File: config.mk
export PLATFORM = sky130hd
export DESIGN_NAME = pattern_serializer
export DESIGN_NICKNAME = d
export VERILOG_FILES = /design/src/rtl/pattern_serializer.sv
export SDC_FILE = /design/constraint.sdc
export NUM_CORES = 1
export LEC_CHECK = 0
export BUFFER_PORTS_ARGS = -buffer_cell sky130_fd_sc_hd__clkbuf_2
export CAP_MARGIN = 30
export CORE_MARGIN = 2
export CORE_UTILIZATION = 52
export DETAILED_ROUTE_END_ITERATION = 6
export PLACE_DENSITY_LB_ADDON = 0.25
export SETUP_SLACK_MARGIN = 0.05
export SLEW_MARGIN = 20
export SYNTH_ARGS = -nofsm -noshare
export SYNTH_HDL_FRONTEND = slang
export SYNTH_SLANG_ARGS = --single-unit
File: constraint.sdc
create_clock -name clk -period 2.05 [get_ports clk]
set_input_delay 0.1025 -clock clk [delete_from_list [all_inputs] [get_ports clk]]
set_output_delay 0.1025 -clock clk [all_outputs]
set_load 0.01 [all_outputs]
File: src/rtl/pattern_serializer.sv
// -----------------------------------------------------------------------------
// pattern_serializer
//
// Purpose:
//   Takes parallel words on a valid/ready handshake and shifts each one out a
//   bit per clock on bit_stream. start is high for exactly one cycle, together
//   with the first bit of every word. A one-entry holding register decouples
//   the source from the shifter so that consecutive words come out back to
//   back (unless idle gap cycles are requested between words).
//
// Parameters:
//   WIDTH       bits per word (>= 2)
//   MSB_FIRST   0: word[0] goes out first, 1: word[WIDTH-1] goes out first
//   GAP_CYCLES  idle cycles (bit_stream=0, start=0) after every word, 0..255
//
// Ports:
//   clk         in   clock, everything on the rising edge
//   rst         in   synchronous reset, active high
//   in_data     in   parallel word to serialize
//   in_valid    in   in_data is valid
//   in_ready    out  holding register empty (and not in reset)
//   bit_stream  out  serial data bit, registered
//   start       out  first-bit marker, registered
//   busy        out  shifter active or a word waiting in the holding register
//   words_sent  out  number of words started on bit_stream, wraps at 16 bits
// -----------------------------------------------------------------------------
module pattern_serializer #(
  parameter int WIDTH      = 4,
  parameter int MSB_FIRST  = 0,
  parameter int GAP_CYCLES = 0
) (
  input  logic             clk,
  input  logic             rst,
  input  logic [WIDTH-1:0] in_data,
  input  logic             in_valid,
  output logic             in_ready,
  output logic             bit_stream,
  output logic             start,
  output logic             busy,
  output logic [15:0]      words_sent
);

  // Remaining-bit counter only has to hold WIDTH-1.
  localparam int CW = (WIDTH > 2) ? $clog2(WIDTH) : 1;

  localparam logic [1:0] ST_IDLE  = 2'd0;
  localparam logic [1:0] ST_SHIFT = 2'd1;
  localparam logic [1:0] ST_GAP   = 2'd2;

  localparam logic [CW-1:0] LAST_CNT = CW'(WIDTH - 1);
  localparam logic          HAS_GAP  = (GAP_CYCLES > 0);
  // The gap counter is loaded on the edge that enters GAP, so that edge
  // already accounts for the first idle cycle.
  localparam logic [7:0]    GAP_LOAD = (GAP_CYCLES > 0) ? 8'(GAP_CYCLES - 1) : 8'd0;

  // ---------------------------------------------------------------------------
  // State
  // ---------------------------------------------------------------------------
  logic [1:0]       state_q,      state_d;
  logic [WIDTH-1:0] hold_q,       hold_d;
  logic             hold_valid_q, hold_valid_d;
  logic [WIDTH-1:0] shift_q,      shift_d;
  logic [CW-1:0]    cnt_q,        cnt_d;
  logic [7:0]       gap_q,        gap_d;
  logic             bit_q,        bit_d;
  logic             start_q,      start_d;
  logic [15:0]      words_q,      words_d;

  logic             accept;
  logic             load;

  // ---------------------------------------------------------------------------
  // Shift direction. The shifter always presents its next bit at the same
  // end, so the FSM below does not care about bit order.
  // ---------------------------------------------------------------------------
  logic             hold_first;
  logic [WIDTH-1:0] hold_rest;
  logic             shift_first;
  logic [WIDTH-1:0] shift_rest;

  generate
    if (MSB_FIRST != 0) begin : g_msb_first
      assign hold_first  = hold_q[WIDTH-1];
      assign hold_rest   = {hold_q[WIDTH-2:0], 1'b0};
      assign shift_first = shift_q[WIDTH-1];
      assign shift_rest  = {shift_q[WIDTH-2:0], 1'b0};
    end else begin : g_lsb_first
      assign hold_first  = hold_q[0];
      assign hold_rest   = {1'b0, hold_q[WIDTH-1:1]};
      assign shift_first = shift_q[0];
      assign shift_rest  = {1'b0, shift_q[WIDTH-1:1]};
    end
  endgenerate

  // ---------------------------------------------------------------------------
  // Handshake. in_ready depends only on the holding register and rst, never
  // on in_valid.
  // ---------------------------------------------------------------------------
  assign in_ready = ~hold_valid_q & ~rst;
  assign accept   = in_valid & in_ready;

  // ---------------------------------------------------------------------------
  // Next-state logic
  // ---------------------------------------------------------------------------
  always_comb begin
    state_d      = state_q;
    hold_d       = hold_q;
    hold_valid_d = hold_valid_q;
    shift_d      = shift_q;
    cnt_d        = cnt_q;
    gap_d        = gap_q;
    bit_d        = bit_q;
    start_d      = start_q;
    words_d      = words_q;
    load         = 1'b0;

    // Accept only happens with the holding register empty, while load only
    // happens with it full, so the two never coincide.
    if (accept) begin
      hold_d       = in_data;
      hold_valid_d = 1'b1;
    end

    case (state_q)
      ST_IDLE: begin
        bit_d   = 1'b0;
        start_d = 1'b0;
        if (hold_valid_q) begin
          load = 1'b1;
        end
      end

      ST_SHIFT: begin
        if (cnt_q != '0) begin
          bit_d   = shift_first;
          shift_d = shift_rest;
          cnt_d   = cnt_q - CW'(1);
          start_d = 1'b0;
        end else if (HAS_GAP) begin
          // Last bit has been on the line for a full cycle.
          state_d = ST_GAP;
          bit_d   = 1'b0;
          start_d = 1'b0;
          gap_d   = GAP_LOAD;
        end else if (hold_valid_q) begin
          // Back-to-back: next word's first bit follows immediately.
          load = 1'b1;
        end else begin
          state_d = ST_IDLE;
          bit_d   = 1'b0;
          start_d = 1'b0;
        end
      end

      ST_GAP: begin
        bit_d   = 1'b0;
        start_d = 1'b0;
        if (gap_q != 8'd0) begin
          gap_d = gap_q - 8'd1;
        end else if (hold_valid_q) begin
          load = 1'b1;
        end else begin
          state_d = ST_IDLE;
        end
      end

      default: begin
        state_d = ST_IDLE;
        bit_d   = 1'b0;
        start_d = 1'b0;
      end
    endcase

    // Load event: move the held word into the shifter and show its first bit.
    if (load) begin
      state_d      = ST_SHIFT;
      hold_valid_d = 1'b0;
      bit_d        = hold_first;
      start_d      = 1'b1;
      shift_d      = hold_rest;
      cnt_d        = LAST_CNT;
      words_d      = words_q + 16'd1;
    end
  end

  // ---------------------------------------------------------------------------
  // Registers. Reset drops any word in flight and any word in the holding
  // register; nothing resumes afterwards.
  // ---------------------------------------------------------------------------
  always_ff @(posedge clk) begin
    if (rst) begin
      state_q      <= ST_IDLE;
      hold_q       <= '0;
      hold_valid_q <= 1'b0;
      shift_q      <= '0;
      cnt_q        <= '0;
      gap_q        <= 8'd0;
      bit_q        <= 1'b0;
      start_q      <= 1'b0;
      words_q      <= 16'd0;
    end else begin
      state_q      <= state_d;
      hold_q       <= hold_d;
      hold_valid_q <= hold_valid_d;
      shift_q      <= shift_d;
      cnt_q        <= cnt_d;
      gap_q        <= gap_d;
      bit_q        <= bit_d;
      start_q      <= start_d;
      words_q      <= words_d;
    end
  end

  // ---------------------------------------------------------------------------
  // Outputs
  // ---------------------------------------------------------------------------
  assign bit_stream = bit_q;
  assign start      = start_q;
  assign busy       = (state_q != ST_IDLE) | hold_valid_q;
  assign words_sent = words_q;

endmodule

# ---- After elaboration in Yosys (flattened, before gate mapping)
# Cells that the tools add are included.
dict set report word_totals {
  inputBits 7
  out_inout_bits 20
  register_bits 38
}
dict set report op_classes {
  bitwise_logic 6
  mux 22
  n_eq_ne 8
  n_reduce_logical 11
  n_addsub 3
}
# operator count
set op_table {}
lappend op_table {{16-bit by 1-bit adder with 16-bit output, second input constant} 1}
lappend op_table {{2-bit 2-to-1 mux} 6}
lappend op_table {{1-bit 2-to-1 mux} 11}
lappend op_table {{3-bit 2-to-1 mux} 3}
lappend op_table {{2-bit nonzero test} 4}
lappend op_table {{8-bit nonzero test} 1}
lappend op_table {{8-bit by 1-bit subtractor with 8-bit output, second input constant} 1}
lappend op_table {{2-bit inequality test, second input constant} 3}
lappend op_table {{3-bit inequality test, second input constant} 2}
lappend op_table {{2-bit one-hot mux with 3 select lines} 1}
lappend op_table {{3-bit AND reduction} 2}
lappend op_table {{4-bit inequality test, second input constant} 1}
lappend op_table {{2-bit AND reduction} 2}
lappend op_table {{1-bit inverter} 3}
lappend op_table {{1-bit one-hot mux with 3 select lines} 1}
lappend op_table {{1-bit AND} 2}
lappend op_table {{2-bit by 1-bit == test with 1-bit output, second input constant} 1}
lappend op_table {{2-bit == test, second input constant} 1}
lappend op_table {{2-bit logical NOT} 1}
lappend op_table {{2-bit OR reduction} 1}
lappend op_table {{2-bit by 1-bit subtractor with 2-bit output, second input constant} 1}
lappend op_table {{1-bit OR} 1}

# ---- Logic depth before layout (Yosys ltp)
# Gate-level depths: netlist (run 1).
dict set report logic_depth {
  depth_word 5
  mapped_depth 7
  mapped_depth_nobuf 6
}

# ---- Worst setup path after synthesis (run 1)
# OpenSTA, ideal clock, no wires.
dict set report synth_timing {
  kind {flip-flop to flip-flop}
  start {register words_q[3] (netlist: words_sent[3])}
  end {register words_q[13] (netlist: words_sent[13])}
  arrival_ns 1.515
  setup_slack_ns 0.465
  path_buffers 1
  synth_period_minus_slack_ns 1.585
  setup_time_ns 0.070
  path_stages_with_launch 6
  cell_sequence {dfxtp_1 and4_1 buf_6 nand4_4 or4_1 a21oi_1}
}
dict set report synth_via {
  elab_chain_len 1
}
# item line
set synth_rtl {}
lappend synth_rtl {{start, declared} 67} ;# logic [15:0] words_q, words_d;
lappend synth_rtl {{start signal, assigned} 210} ;# words_q <= words_d;
lappend synth_rtl {{16-bit by 1-bit adder with 16-bit output} 182} ;# words_d = words_q + 16'd1;
# No other way between the ends.
# A chain may end at the register's enable or synchronous reset.

# ---- Final worst setup path (run 1)
dict set report layout_timing {
  start {register words_q[3] (netlist: words_sent[3])}
  end {register words_q[15] (netlist: words_sent[15])}
}
# Same word-level chain as after synthesis.

==> impl_metrics.tcl, run 1 <==
set metrics [dict create \
    outcome "completed" \
    synth_edf_count 0 \
    dr.pass1.iters 4 \
    path_max_fanout 8 \
    die_w_um 53.74 \
    netlist_area_um2 1286 \
    yosysSeqAreaShare_pct 45.14 \
    hold_end "hold_q[2]$_SDFFE_PP0P_" \
    cts_resized 0 \
    leakage_nw 0.5966 \
    crit_required_ps 2310 \
    core.rowCount 18 \
    rsz0062_at_grt "false" \
    yosys.cell_types.count 32 \
    avgRoutedWirePerCell_um 11.82 \
    rr_endpoint "words_sent[15]$_SDFFE_PP0P_" \
    setup_violations 0 \
    vias_per_cell 5.318 \
    hold_ws_ps 23.46 \
    io_buffers 26 \
    area_delta_synth_final_pct 12.45 \
    hpwl_um 1634 \
    syn_avg_cell_area_um2 9.122 \
    holdPathStages 3 \
    netlist_instances 141 \
    dieArea_um2 2887 \
    drt_first_iter_violations 13 \
    antenna_found_initial 0 \
    gp_congestion 0.8272 \
    worst_slew_pin_slew_ps 579.2 \
    coreArea_um2 2410 \
    htreeDepth 2 \
    max_stage_delay_ps 530 \
    vias 1037 \
    max_freq_mhz 580.1 \
    yosys-top-cells-area "dfxtp_1, mux2i_1, nor2_1" \
    grt-ovfl-total 0 \
    worst-setup-path-type "flop to flop" \
    crit_chain "and4_1 -> nand4_4 -> or4_1 -> a21oi_1" \
    yosysTopAreaCell "dfxtp_1" \
    grt_pass1_vias 888 \
    arrival_ps 1980 \
    drt_wl_total_um 2304 \
    ff2ff_setup_slack_ps 330 \
    postCtsSetupRepairBufs 0 \
    cts_sinks 29 \
    min_path_type "input port to flop" \
    grt_util_all_layers_pct 18.39 \
    fin_crit_ps 1724 \
    clk_latency_ps 330 \
    final_antenna_net_count 0 \
    yosysTopAreaCellShare_pct 45.14 \
    ctsRootBufferMaster "clkbuf_4" \
    grt_pass1_wl_um 3732 \
    synth_seq_cells 29 \
    worstHoldStart "in_data[2]" \
    remaining_drc_errors 0 \
    synth.net_count 150 \
    clockBufferDepth 2 \
    slowest_stage "or4_1" \
    cap_violations 0 \
    grt_max_degree 31 \
    cts_buffers 5 \
    pin_count 27 \
    tns_ps 0 \
    cts_tree "done" \
    skew_ps 10.12 \
    start_util_pct 53.37 \
    timing.final.crit_share_pct 84.09 \
    nets 174 \
    powerDensity_nw_per_um2 705.9 \
    slew-limit-headroom_pct 61.38 \
    clk_pin_slew_worst_paths_ps 90 \
    startpoint_type "flop" \
    finalHoldViolCount 0 \
    antenna_cells 0 \
    cts_hold_buf 0 \
    r2r-start "words_sent[3]$_SDFFE_PP0P_" \
    dieHeight_um 53.74 \
    drv_slew 0 \
    end_kind "flop" \
    ir_drop_mv 0.4625 \
    yosys_warnings 0 \
    drive_above_1_share_pct 24.24 \
    synthArstFlopShare_pct 0 \
    ys.flop_type "dfxtp_1" \
    worst-r2r-cell-count 4 \
]
per-layer routing:
metal	global-route usage [%]	up-vias	share of wire, %
li1	-	545	-
met1	22.28	468	43
met2	28.05	19	49
met3	8.333	5	5.5
met4	7.692	0	2.0
met5	0	-	0
worst max-delay path by stage:
stage                                    start                          end  slack [ps]  cells after the start
floorplan           words_sent[3]$_SDFFE_PP0P_  words_sent[13]$_SDFFE_PP0P_         470                      5
finish              words_sent[3]$_SDFFE_PP0P_  words_sent[15]$_SDFFE_PP0P_         330                      4
CTS                 words_sent[3]$_SDFFE_PP0P_  words_sent[15]$_SDFFE_PP0P_         320                      4
global route        words_sent[3]$_SDFFE_PP0P_  words_sent[15]$_SDFFE_PP0P_         200                      4
global placement    words_sent[4]$_SDFFE_PP0P_  words_sent[15]$_SDFFE_PP0P_         410                      4
detailed placement  words_sent[3]$_SDFFE_PP0P_  words_sent[15]$_SDFFE_PP0P_         340                      4
worst max-delay path, delay by kind of cell, from the launching register on:
family | cells | cell delay [ps]
AND/OR/NAND/NOR | 3 | 1080
flip-flops | 1 | 420
AO/OA/AOI/OAI | 1 | 160
synth_stat cells (5+ instances only):
library cell / number
xor2_1: 7
o21ai_0: 5
or3_1: 5
clkbuf_1: 5
nand2_1: 9
dfxtp_1: 29
a21oi_1: 12
nor2_1: 18
mux2i_1: 7
nand3_1: 7
metrics by stage:
stage / std cells / cell area [µm²] / util (%) / total power [mW] / setup slack (ps)
6_report: 195 / 1446 / 60.02 / 1.021 / 326.1
3_3_place_gp: 188 / 1391 / 57.74 / 0.6816 / 409.9
2_1_floorplan: 141 / 1286 / - / 0.6650 / 465.1
5_1_grt: 195 / 1446 / 60.02 / 1.074 / 195.7
4_1_cts: 195 / 1446 / 60.02 / 1.034 / 319.8
3_5_place_dp: 188 / 1391 / 57.74 / 0.6847 / 342.9
logic make-up after synthesis:
group                    synth area share, %
AO/OA/AOI/OAI                          10.70
XOR/XNOR                               4.767
adder cells (fa/ha/maj)                1.945
buffers and inverters                  6.032
flip-flops                             45.14
multiplexers                           5.448
AND/OR/NAND/NOR                        25.97
area by class of cell:
type,instances,area [µm²]
tap,30,37.54
clock buffer,7,55.05
timing repair buffer,27,137.6
inverter,2,7.507
sequential,29,580.6
multi-input combinational,100,628.1
fill,222,963.4
cells in the final DEF, fill, tap and decap left out, types with 2 or more instances in the layout:
cell type  synthesis  final
a211oi_1           3      3
a21oi_1           12     12
and3_2             2      2
and4_1             2      2
clkbuf_2           0     26
clkbuf_4           0      5
dfxtp_1           29     29
ha_1               2      2
inv_1              2      2
mux2i_1            7      7
nand2_1            9      9
nand3_1            7      7
nand4_1            3      3
nor2_1            18     18
nor2b_1            2      2
nor3_1             2      2
o21ai_0            5      5
o31ai_1            3      3
or3_1              5      5
or4_1              3      3
xor2_1             7      7
state kept, by name, summed over array words and instances (netlist names):
register and flops:
words_sent 16, hold_q 4, state_q 1, cnt_q 2, hold_valid_q 1, bit_stream 1, start 1, shift_q 3
power breakdown:
part	total [mW]	switching (mW)	leakage [nW]	internal (mW)
Clock	0.351	0.190	0.0314	0.162
Combinational	0.0781	0.0438	0.330	0.0343
Sequential	0.592	0.0109	0.236	0.581
Power figures use the tool's default switching activity.
==> run 2, diff against run 1 <==
--- a/config.mk
+++ b/config.mk
@@ -8,7 +8,7 @@
 export BUFFER_PORTS_ARGS = -buffer_cell sky130_fd_sc_hd__clkbuf_2
 export CAP_MARGIN = 30
 export CORE_MARGIN = 2
-export CORE_UTILIZATION = 52
+export CORE_UTILIZATION = 47
 export DETAILED_ROUTE_END_ITERATION = 6
 export PLACE_DENSITY_LB_ADDON = 0.25
 export SETUP_SLACK_MARGIN = 0.05
==> constraint.sdc (replaced) <==
create_clock -name clk -period 1.5 [get_ports clk]
set_input_delay 0.075 -clock clk [delete_from_list [all_inputs] [get_ports clk]]
set_output_delay 0.075 -clock clk [all_outputs]
set_load 0.01 [all_outputs]
==> run 2 against run 1 <==
Net effect: highest routed layer unchanged; critical path type unchanged; flip-flop and latch count unchanged; die area grew 9.8%; total power grew 41%; first-iteration DRC count increased by 120%; cell area increased by 17%; count of clock-buffer cells in the layout did not move; critical path depth increased by 2; sequential power is 37% higher.
==> impl_metrics.tcl, run 2 (synthesis results as in run 1) <==
set metrics [dict create \
    outcome "completed" \
    ff2ff_setup_slack_ps 20 \
    swShare_pct 24.26 \
    skew_ps 10.23 \
    ctsRootBufferMaster "clkbuf_4" \
    htreeDepth 2 \
    grt_pass1_wl_um 4795 \
    core.rowCount 18 \
    layout_common_cells "clkbuf_2, buf_4, dfxtp_1, nor2_1, a21oi_1" \
    post-place-ws_ps -47.98 \
    max_stage_delay_ps 500 \
    path_max_fanout 6 \
    grt-ovfl-total 0 \
    r2r-start "cnt_q[1]$_SDFFE_PP0P_" \
    layout_commonest_cell "clkbuf_2" \
    worst-r2r-cell-count 6 \
    p_comb_share_pct 10.1 \
    antenna_found_initial 0 \
    drive_above_1_share_pct 42.02 \
    clk_pin_slew_worst_paths_ps 90 \
    ir_drop_mv 0.5859 \
    grt_pass1_vias 1082 \
    max_freq_mhz 675.4 \
    cap_violations 0 \
    remaining_drc_errors 0 \
    io_buffers 26 \
    p_seq_share_pct 56.3 \
    slew-limit-headroom_pct 58.32 \
    largest_reg_flops 16 \
    rsz0062_at_grt "true" \
    nets 197 \
    start_util_pct 50.54 \
    slowest_stage "or4_4" \
    final_antenna_net_count 0 \
    p_switching_mw 0.3484 \
    end_kind "flop" \
    finalInstanceArea_um2 1694 \
    crit_required_ps 1760 \
    rr_endpoint "words_sent[13]$_SDFFE_PP0P_" \
    antenna_cells 0 \
    crit_chain "inv_2 -> ha_4 -> nand2b_4 -> nand3_4 -> or4_4 -> a21oi_2" \
    cts_tree "done" \
    cts_sinks 29 \
    hold_ws_ps 7.800 \
    min_path_type "input port to flop" \
    leakage_nw 0.7202 \
    grt_max_degree 31 \
    hpwl_um 1937 \
    fin_crit_ps 1481 \
    gp_congestion 0.7368 \
    dieArea_um2 3171 \
    dr.pass1.iters 4 \
    worst-setup-path-type "flop to flop" \
    internal_power_mw 1.087 \
    worst_slew_pin_slew_ps 625.2 \
    startpoint_type "flop" \
    area_delta_synth_final_pct 31.71 \
    drt_wl_total_um 2837 \
    coreArea_um2 2545 \
    drt_first_iter_violations 28 \
    powerDensity_nw_per_um2 847.5 \
    vias_per_cell 5.349 \
    clk_latency_ps 330 \
    holdPathStages 3 \
    endpoint "words_sent[13]$_SDFFE_PP0P_" \
    pin_count 27 \
    utilization_pct 66.57 \
    drv_slew 0 \
    setup_violations 0 \
    pwr-share-clk_pct 33.5 \
    dieHeight_um 56.32 \
    placed_area_um2 1513 \
    die_w_um 56.32 \
    tns_ps 0 \
    finalHoldViolCount 0 \
    clockBufferDepth 2 \
    grt_util_all_layers_pct 19.49 \
    vias 1166 \
    avgRoutedWirePerCell_um 13.01 \
    cts_buffers 5 \
    arrival_ps 1740 \
    worst_slack_ps 19.33 \
    crit_start "cnt_q[1]$_SDFFE_PP0P_" \
    timing.final.crit_share_pct 98.71 \
]
## run 2: cell types whose count changed in the layout (fill, tap and decap cells not counted), moves of 2 or more
cell           change
inv_1              -2
inv_2              +2
ha_1               -2
dfxtp_2            +8
a21oi_2            +2
dfxtp_1            -9
dlygate4sd3_1      +3
a21oi_1            -2
or4_1              -2
buf_4             +20
or4_4              +2
## run 2: worst min-delay path by stage
stage | startpoint | endpoint | slack, ps
2_1_floorplan | in_data[1] | hold_q[1]$_SDFFE_PP0P_ | 220
3_3_place_gp | in_data[2] | hold_q[2]$_SDFFE_PP0P_ | 310
3_5_place_dp | in_data[3] | hold_q[3]$_SDFFE_PP0P_ | 320
4_1_cts | in_data[0] | hold_q[0]$_SDFFE_PP0P_ | 2
5_1_grt | in_data[0] | hold_q[0]$_SDFFE_PP0P_ | 50
6_report | in_data[0] | hold_q[0]$_SDFFE_PP0P_ | 8
## run 2: layout make-up
cell class              count  area [µm²]
inverters                   2       7.507
fillers                   228       850.8
flip-flops and latches     29       594.3
repair buffers             50       317.8
multi-input cells         100       681.9
clock buffers               7       55.05
well taps                  30       37.54
## run 2: critical path: cells and delay by family (launching register included)
kind	cells	cell delay [ps]
AOI/OAI and AO/OA	1	150
and+or+nand+nor	3	750
DFF	1	330
buffers and inverters	1	60
adders and majority gates	1	130
## run 2: power groups by stage
| stage | clock [mW] | sequential [mW] | combinational (mW) |
|---|---|---|---|
| finish | 0.482 | 0.809 | 0.145 |
| global route | 0.536 | 0.812 | 0.163 |
| CTS | 0.507 | 0.809 | 0.147 |
| detailed placement | 0 | 0.824 | 0.127 |
| global placement | 0 | 0.822 | 0.121 |
| floorplan | 0 | 0.826 | 0.0810 |
## run 2: repair_timing
item / CTS / global route
endpoints found under the setup margin: 10 / 8
setup buffers: 5 / 0
pin swaps: 4 / 5
gates resized for setup: 13 / 5
hold endpoints to repair: 3 / 0
hold buffers: 3 / 0
## run 2: metal layers
layer	vias up	track usage, %	share of wire [%]
met5	-	0	0
met1	553	22.62	44
li1	582	-	-
met3	7	7.373	4.9
met4	0	8.163	2.1
met2	24	32.10	49
## run 2: per-stage QoR
step                      power (mW)  cells
after floorplan               0.9069    141
after global placement        0.9434    203
after detailed placement      0.9511    203
after CTS                      1.462    218
after global routing           1.510    218
final                          1.436    218
